### src/rtl/register_stack.sv
// Eight-entry LIFO operand stack feeding the seven-segment display stage.
// Also produces the display's scan clock and registered half-word select.
module register_stack #(
    parameter int unsigned DEPTH    = 8,
    parameter int unsigned WIDTH    = 32,
    parameter int unsigned SCAN_DIV = 50000
) (
    input  logic                         CLK,
    input  logic                         RST,
    input  logic                         Push,
    input  logic                         Pop,
    input  logic [WIDTH-1:0]             Din,
    input  logic [$clog2(DEPTH)-1:0]     Peek,
    input  logic                         Sel_In,
    output logic [WIDTH-1:0]             Data,
    output logic                         Sel,
    output logic                         CLK_S,
    output logic [$clog2(DEPTH+1)-1:0]   Count,
    output logic                         Full,
    output logic                         Empty,
    output logic                         Err
);

    localparam int unsigned AW = $clog2(DEPTH);
    localparam int unsigned CW = $clog2(DEPTH + 1);
    localparam int unsigned DW = (SCAN_DIV > 1) ? $clog2(SCAN_DIV) : 1;

    logic [WIDTH-1:0] mem_q [DEPTH];
    logic [CW-1:0]    sp_q, sp_d;
    logic             err_q, err_d;
    logic [WIDTH-1:0] data_q, rd_data;
    logic             sel_q;
    logic [DW-1:0]    div_q, div_d;
    logic             clk_s_q, clk_s_d;

    logic             full, empty;
    logic             wr_en;
    logic [AW-1:0]    wr_addr;
    logic [CW-1:0]    peek_ext;

    assign full     = (sp_q == CW'(DEPTH));
    assign empty    = (sp_q == '0);
    assign peek_ext = CW'(Peek);

    // Stack pointer, error flag and write-port decode.
    always_comb begin
        sp_d    = sp_q;
        err_d   = err_q;
        wr_en   = 1'b0;
        wr_addr = '0;
        unique case ({Push, Pop})
            2'b10: begin
                if (!full) begin
                    wr_en   = 1'b1;
                    wr_addr = AW'(sp_q);
                    sp_d    = sp_q + CW'(1);
                end else begin
                    err_d = 1'b1;
                end
            end
            2'b01: begin
                if (!empty) begin
                    sp_d = sp_q - CW'(1);
                end else begin
                    err_d = 1'b1;
                end
            end
            2'b11: begin
                // Replace top; on an empty stack this degenerates to a push.
                wr_en = 1'b1;
                if (empty) begin
                    wr_addr = '0;
                    sp_d    = CW'(1);
                end else begin
                    wr_addr = AW'(sp_q - CW'(1));
                end
            end
            default: ;
        endcase
    end

    // Entries at or above sp are stale and must read as zero.
    always_comb begin
        rd_data = '0;
        if (peek_ext < sp_q) begin
            rd_data = mem_q[AW'(sp_q - CW'(1) - peek_ext)];
        end
    end

    always_comb begin
        div_d   = div_q + DW'(1);
        clk_s_d = clk_s_q;
        if (div_q == DW'(SCAN_DIV - 1)) begin
            div_d   = '0;
            clk_s_d = ~clk_s_q;
        end
    end

    always_ff @(posedge CLK) begin
        if (RST) begin
            sp_q    <= '0;
            err_q   <= 1'b0;
            data_q  <= '0;
            sel_q   <= 1'b0;
            div_q   <= '0;
            clk_s_q <= 1'b0;
        end else begin
            sp_q    <= sp_d;
            err_q   <= err_d;
            data_q  <= rd_data;
            sel_q   <= Sel_In;
            div_q   <= div_d;
            clk_s_q <= clk_s_d;
        end
    end

    always_ff @(posedge CLK) begin
        if (!RST && wr_en) begin
            mem_q[wr_addr] <= Din;
        end
    end

    assign Data  = data_q;
    assign Sel   = sel_q;
    assign CLK_S = clk_s_q;
    assign Count = sp_q;
    assign Full  = full;
    assign Empty = empty;
    assign Err   = err_q;

endmodule

### config.mk
export PLATFORM = sky130hd
export DESIGN_NAME = register_stack
export DESIGN_NICKNAME = d
export VERILOG_FILES = /design/src/rtl/register_stack.sv
export SDC_FILE = /design/constraint.sdc
export NUM_CORES = 1
export LEC_CHECK = 0
export CORE_MARGIN = 1.5
export CORE_UTILIZATION = 45
export DETAILED_ROUTE_END_ITERATION = 10
export GPL_ROUTABILITY_DRIVEN = 0
export PLACE_DENSITY_LB_ADDON = 0.1
export SLEW_MARGIN = 20
export SYNTH_ARGS = -nofsm -noshare
export SYNTH_HDL_FRONTEND = slang
export SYNTH_SLANG_ARGS = --single-unit
### constraint.sdc
create_clock -name CLK -period 5.4 [get_ports CLK]
set_input_delay 1.08 -clock CLK [delete_from_list [all_inputs] [get_ports CLK]]
set_output_delay 1.08 -clock CLK [all_outputs]
set_load 0.02 [all_outputs]
* Word-level counts from Yosys, hierarchy flattened *
Memories as Yosys holds them, arrays and structs flattened. A register that Yosys moved wholly into a read port is not among the register bits.
Index checks and enable logic that the tools add are counted.

operators by class
  reduce and logical (&&, ||, !) cells = 9
  muxes and demuxes = 14
  equal/unequal tests = 10
  add/sub/neg operators = 4
  bitwise gates (word level) = 2
  $lt $le $gt $ge = 1

operator list
  kind                                              count
  adder 16 x 1 -> 16 bit, second input constant     1
  == test 16 bit, second input constant             1
  two-way mux 4 bit                                 3
  one-hot mux 4 bit (3 select lines)                1
  inequality test 2 bit, second input constant      5
  two-way mux 3 bit                                 2
  one-hot mux 3 bit (2 select lines)                1
  two-way mux 1 bit                                 5
  adder 4 x 1 -> 4 bit, second input constant       1
  == test 2 bit, second input constant              2
  == test 4 bit, second input constant              1
  logical NOT 4 bit                                 1
  less-than comparator 3 x 4 -> 1 bit               1
  one-hot mux 1 bit (2 select lines)                2
  AND reduction 4 bit                               1
  OR reduction 2 bit                                2
  subtractor 4 x 1 -> 4 bit, second input constant  1
  AND reduction 3 bit                               1
  nonzero test 3 bit                                1
  subtractor 3 bit                                  1
  == test 2 x 1 -> 1 bit, second input constant     1
  NOT 1 bit                                         2
  nonzero test 2 bit                                1
  logical AND 1 bit                                 1
  logical NOT 1 bit                                 1

word-level totals
  memories = 1
  logic and storage cells = 46
  memory bits (writable) = 256
  flip-flop bits (word level) = 23
  output and inout bits = 41
  bits of input ports = 40

memory list
  name   depth  width  rd ports  clocked after Yosys merged registers in  write ports  line  text
  mem_q  8      32     1         1                                        1            28    logic [WIDTH-1:0] mem_q [DEPTH];

* Longest topological paths before layout *
  word-level depth = 6
  mapped depth = 9
  mapped depth without buffers = 7

* Worst setup path before layout *
OpenSTA, ideal clock, no wires.

  path type = register to register
  start = register sp_q[0], in the netlist Count[0]
  end = memory mem_q[0][0] (enable)
  stages on the path, launching flop included = 8
  period minus slack after synthesis = 5.369 ns
  slack = 0.031 ns
  arrival time = 4.867 ns
  buffers on the path = 1
  path through = dfxtp_1 clkbuf_1 inv_1 ha_1 or3b_4 inv_1 o32ai_1 nor4_1

on the way
  elaborated cells between the ends (all ways) = 11

RTL lines
  what                                line  text
  from (decl)                         29    logic [CW-1:0] sp_q, sp_d;
  from (signal assigned)              108   sp_q <= sp_d;
  logical NOT 4 bit                   42    assign empty = (sp_q == '0);
  net Empty                           20    output logic Empty,
  two-way mux 3 bit                   71    if (empty) begin
  one-hot mux 3 bit (2 select lines)  51    unique case ({Push, Pop})
  to (decl)                           28

The timed path passes the listed nets, and every way through them passes these cells.

* Worst setup path after layout *
  start = register sp_q[0], in the netlist Count[0]
  end = output Empty

on the way
  word-level cells in the longest chain between the ends = 1

RTL lines
  what               line
  logical NOT 4 bit  42
  to (decl)          20

Every way passes these cells.

==> results.yml <==
yosys:
  synth_area_leaders: "edfxtp_1 (64%), mux4_2 (12%), dfxtp_1 (9.1%)"
  syn_nets: 679
  synthFlopType: "edfxtp_1"
  synthArstFlopShare_pct: 0
  synth_edf_count: 256
  synth-seq-cells: 311
  synth_cell_types: 49
  synth_compound_area_share_pct: 1.90
  synthXorXnorAreaFrac_pct: 1.44
  synth.area.mux_share_pct: 14.7
  synth_top_family_by_area: "multiplexers"
  yosysSeqAreaShare_pct: 72.9
  yosys.area_share.simple_pct: 6.38
  syn_avg_cell_area_um2: 19.1
  netlist.area_leader.share_pct: 63.7
  syn_area_um2: 12100
  synth_cells: 630
  yosysWarnings: 0
  synth_top_area_cell: "edfxtp_1"
  synth_fa_ha_area_share_pct: 0.996
cells_and_area:
  nNetsFinal: 782
  syn_to_final_growth_pct: 19.9
  drive_gt1_share_pct: 23.6
clock_tree:
  postCtsSetupBuffers: 0
  numCtsBuffers: 34
  cts_hold_buf: 0
  clk_latency_ns: 0.51
  h-tree-depth: 2
  clk_pin_slew_ns: 0.06
  clkSinkCount: 311
  cts_tree: "yes"
  cts-root-buf: "clkbuf_16"
  ctsResizeCount: 0
  cts.path.max_buffers: 3
route:
  wire_per_inst_um: 22.4
  avgViaCountPerCell: 5.53
  wirelength_mm: 24.6
  wl_met3_mm: 1.22
  vias: 6048
  met1Wirelength_mm: 10.6
  antenna_left: 0
  top_layer_used: "met4"
  drtIter0Drc: 489
  met2_length_mm: 12.3
  drc: 10
  first_pass_iters: 8
setup_path:
  critPathBufInv: 3
  cp_data_required_time_ns: 4.32
  slowest_stage: "clkdlybuf4s50_1"
  crit_family: "buffers and inverters"
  startpoint_type: "flip-flop"
  crit_arrival_ns: 2.75
  crit_type: "reg2out"
  worst-path-max-fanout: 14
  end_kind: "output port"
  r2r_slack_ns: 1.82
  cp_common_cell: "inv_1"
  path_cells: "inv_1, ha_1, or3b_4, inv_1, clkdlybuf4s50_1"
  max_stage_delay_ns: 0.64
die:
  dieArea_um2: 27800
  start_util_pct: 46.0
  core-area_um2: 26200
  rows: 59
  boundaryPins: 81
  die_y_um: 167
  fp.dieW_um: 167
job:
  max_cap_violations: 0
global_routing:
  antenna_found_initial: 2
  grt_start_max_net_pins: 43
  grt_pass1_vias: 6463
  grt_pass1_wl_mm: 37.9
  grtUsageTotal_pct: 18.1
  grt.overflow.total: 0
place:
  hpwl_mm: 13.8
  port_buffers: 80
power:
  total_power_mw: 7.75
  power_density_nw_per_um2: 536
  ir_drop_v: 0.000340
  leakage_nw: 4.68
timing:
  fin_setup_tns_ns: 0
  setup_viol: 0
  fin_skew_ns: 0.00950
  holdWs_ns: 0.464
  rsz0062_at_grt: "no"
  relSlewSlack_pct: 47.1
  hold_viol_final: 0
  period_needed_ns: 3.83
  worst_pin_slew_ns: 0.793
  fin_crit_sh_pct: 71.0
  clock.fmax_ghz: 0.261
  slew_violations: 0
min_path:
  hp-class: "reg2reg"
status:
  status: "finished, violations left"
  failed_checks: "DRC"
-- cell type report --
| cell class | count | area, um2 |
|---|---|---|
| antenna | 2 | 5.00 |
| sequential | 311 | 8790 |
| clock inverter | 19 | 160 |
| tap | 335 | 419 |
| fill | 2014 | 11700 |
| inverter | 11 | 41.3 |
| clock buffer | 41 | 908 |
| multi-input combinational | 275 | 3160 |
| timing repair buffer | 100 | 983 |
-- logic make-up (layout without fill, tap and decap cells) --
family,count (synthesis),count (layout)
fa+ha+maj,9,9
mux,97,97
flops,311,311
other cells,0,2
buf+inv,44,171
simple gates,117,117
compound gates,33,33
xor+xnor,19,19
-- layout by cell type (no fill, tap or decap), types with 5 or more instances in the layout --
master,count
nand3_1,6
o21ai_0,8
a21oi_1,7
clkbuf_1,5
mux2i_1,33
clkbuf_16,35
nor2b_1,8
inv_1,11
nor3_1,8
nand2_1,7
buf_4,17
nor2_1,23
mux4_2,64
nor3_2,34
edfxtp_1,256
clkdlybuf4s50_1,79
dfxtp_1,55
nand2b_1,5
clkinv_1,7
ha_1,7
xnor2_1,14
-- metal layers --
| layer | up-vias | GRT usage [%] |
|---|---|---|
| met5 | - | 0 |
| met2 | 159 | 31.1 |
| met1 | 3131 | 23.5 |
| met3 | 31 | 3.68 |
| li1 | 2727 | - |
| met4 | 0 | 5.06 |
-- flip-flops by register name (all words and copies together), names as in the netlist --
signal	flops
mem_q	256
Sel	1
CLK_S	1
Count	4
Data	32
Err	1
div_q	16
-- through the flow --
step                      std cells  util [%]  worst slack (ns)  instance area (um2)
after floorplan                 630         -            0.0313                12100
after global placement         1032      51.1              1.33                13400
after detailed placement       1032      51.1              1.32                13400
after CTS                      1092      55.2              1.56                14500
after global routing           1093      55.2              1.46                14500
final                          1094      55.2              1.57                14500
-- power breakdown --
part	switching, mW	internal [mW]	total [mW]
logic	1.36	1.23	2.59
registers	0.0937	2.85	2.94
clock network	0.918	1.30	2.22
-- worst paths after layout --
check | depth (start not counted) | to | from
worst max-delay path | 5 | Empty | Count[0]$_SDFFE_PP0P_
worst min-delay path | 1 | div_q[0]$_SDFF_PP0_ | div_q[0]$_SDFF_PP0_
worst max register to register | 7 | Data[13]$_SDFF_PP0_ | Count[0]$_SDFFE_PP0P_
worst min register to register | 1 | div_q[0]$_SDFF_PP0_ | div_q[0]$_SDFF_PP0_
-- synthesized netlist by cell type, types with 2 or more instances --
master	count
o211ai_1	2
nor4bb_1	2
ha_1	8
xor2_1	4
nor2_1	26
nor2b_1	8
mux4_2	64
edfxtp_1	256
nand2b_1	5
inv_1	11
xnor2_1	14
nor3_1	12
a31oi_1	2
clkbuf_1	14
dfxtp_1	55
buf_2	12
buf_6	3
mux2i_1	33
nor4_1	5
o21ai_0	8
nand3_1	6
nand3b_1	2
buf_1	3
and3_1	2
a21oi_1	8
nor3_2	30
o22ai_1	4
nand2_1	7
nand4_1	4
Note: power is estimated with default switching activity, not from simulation.
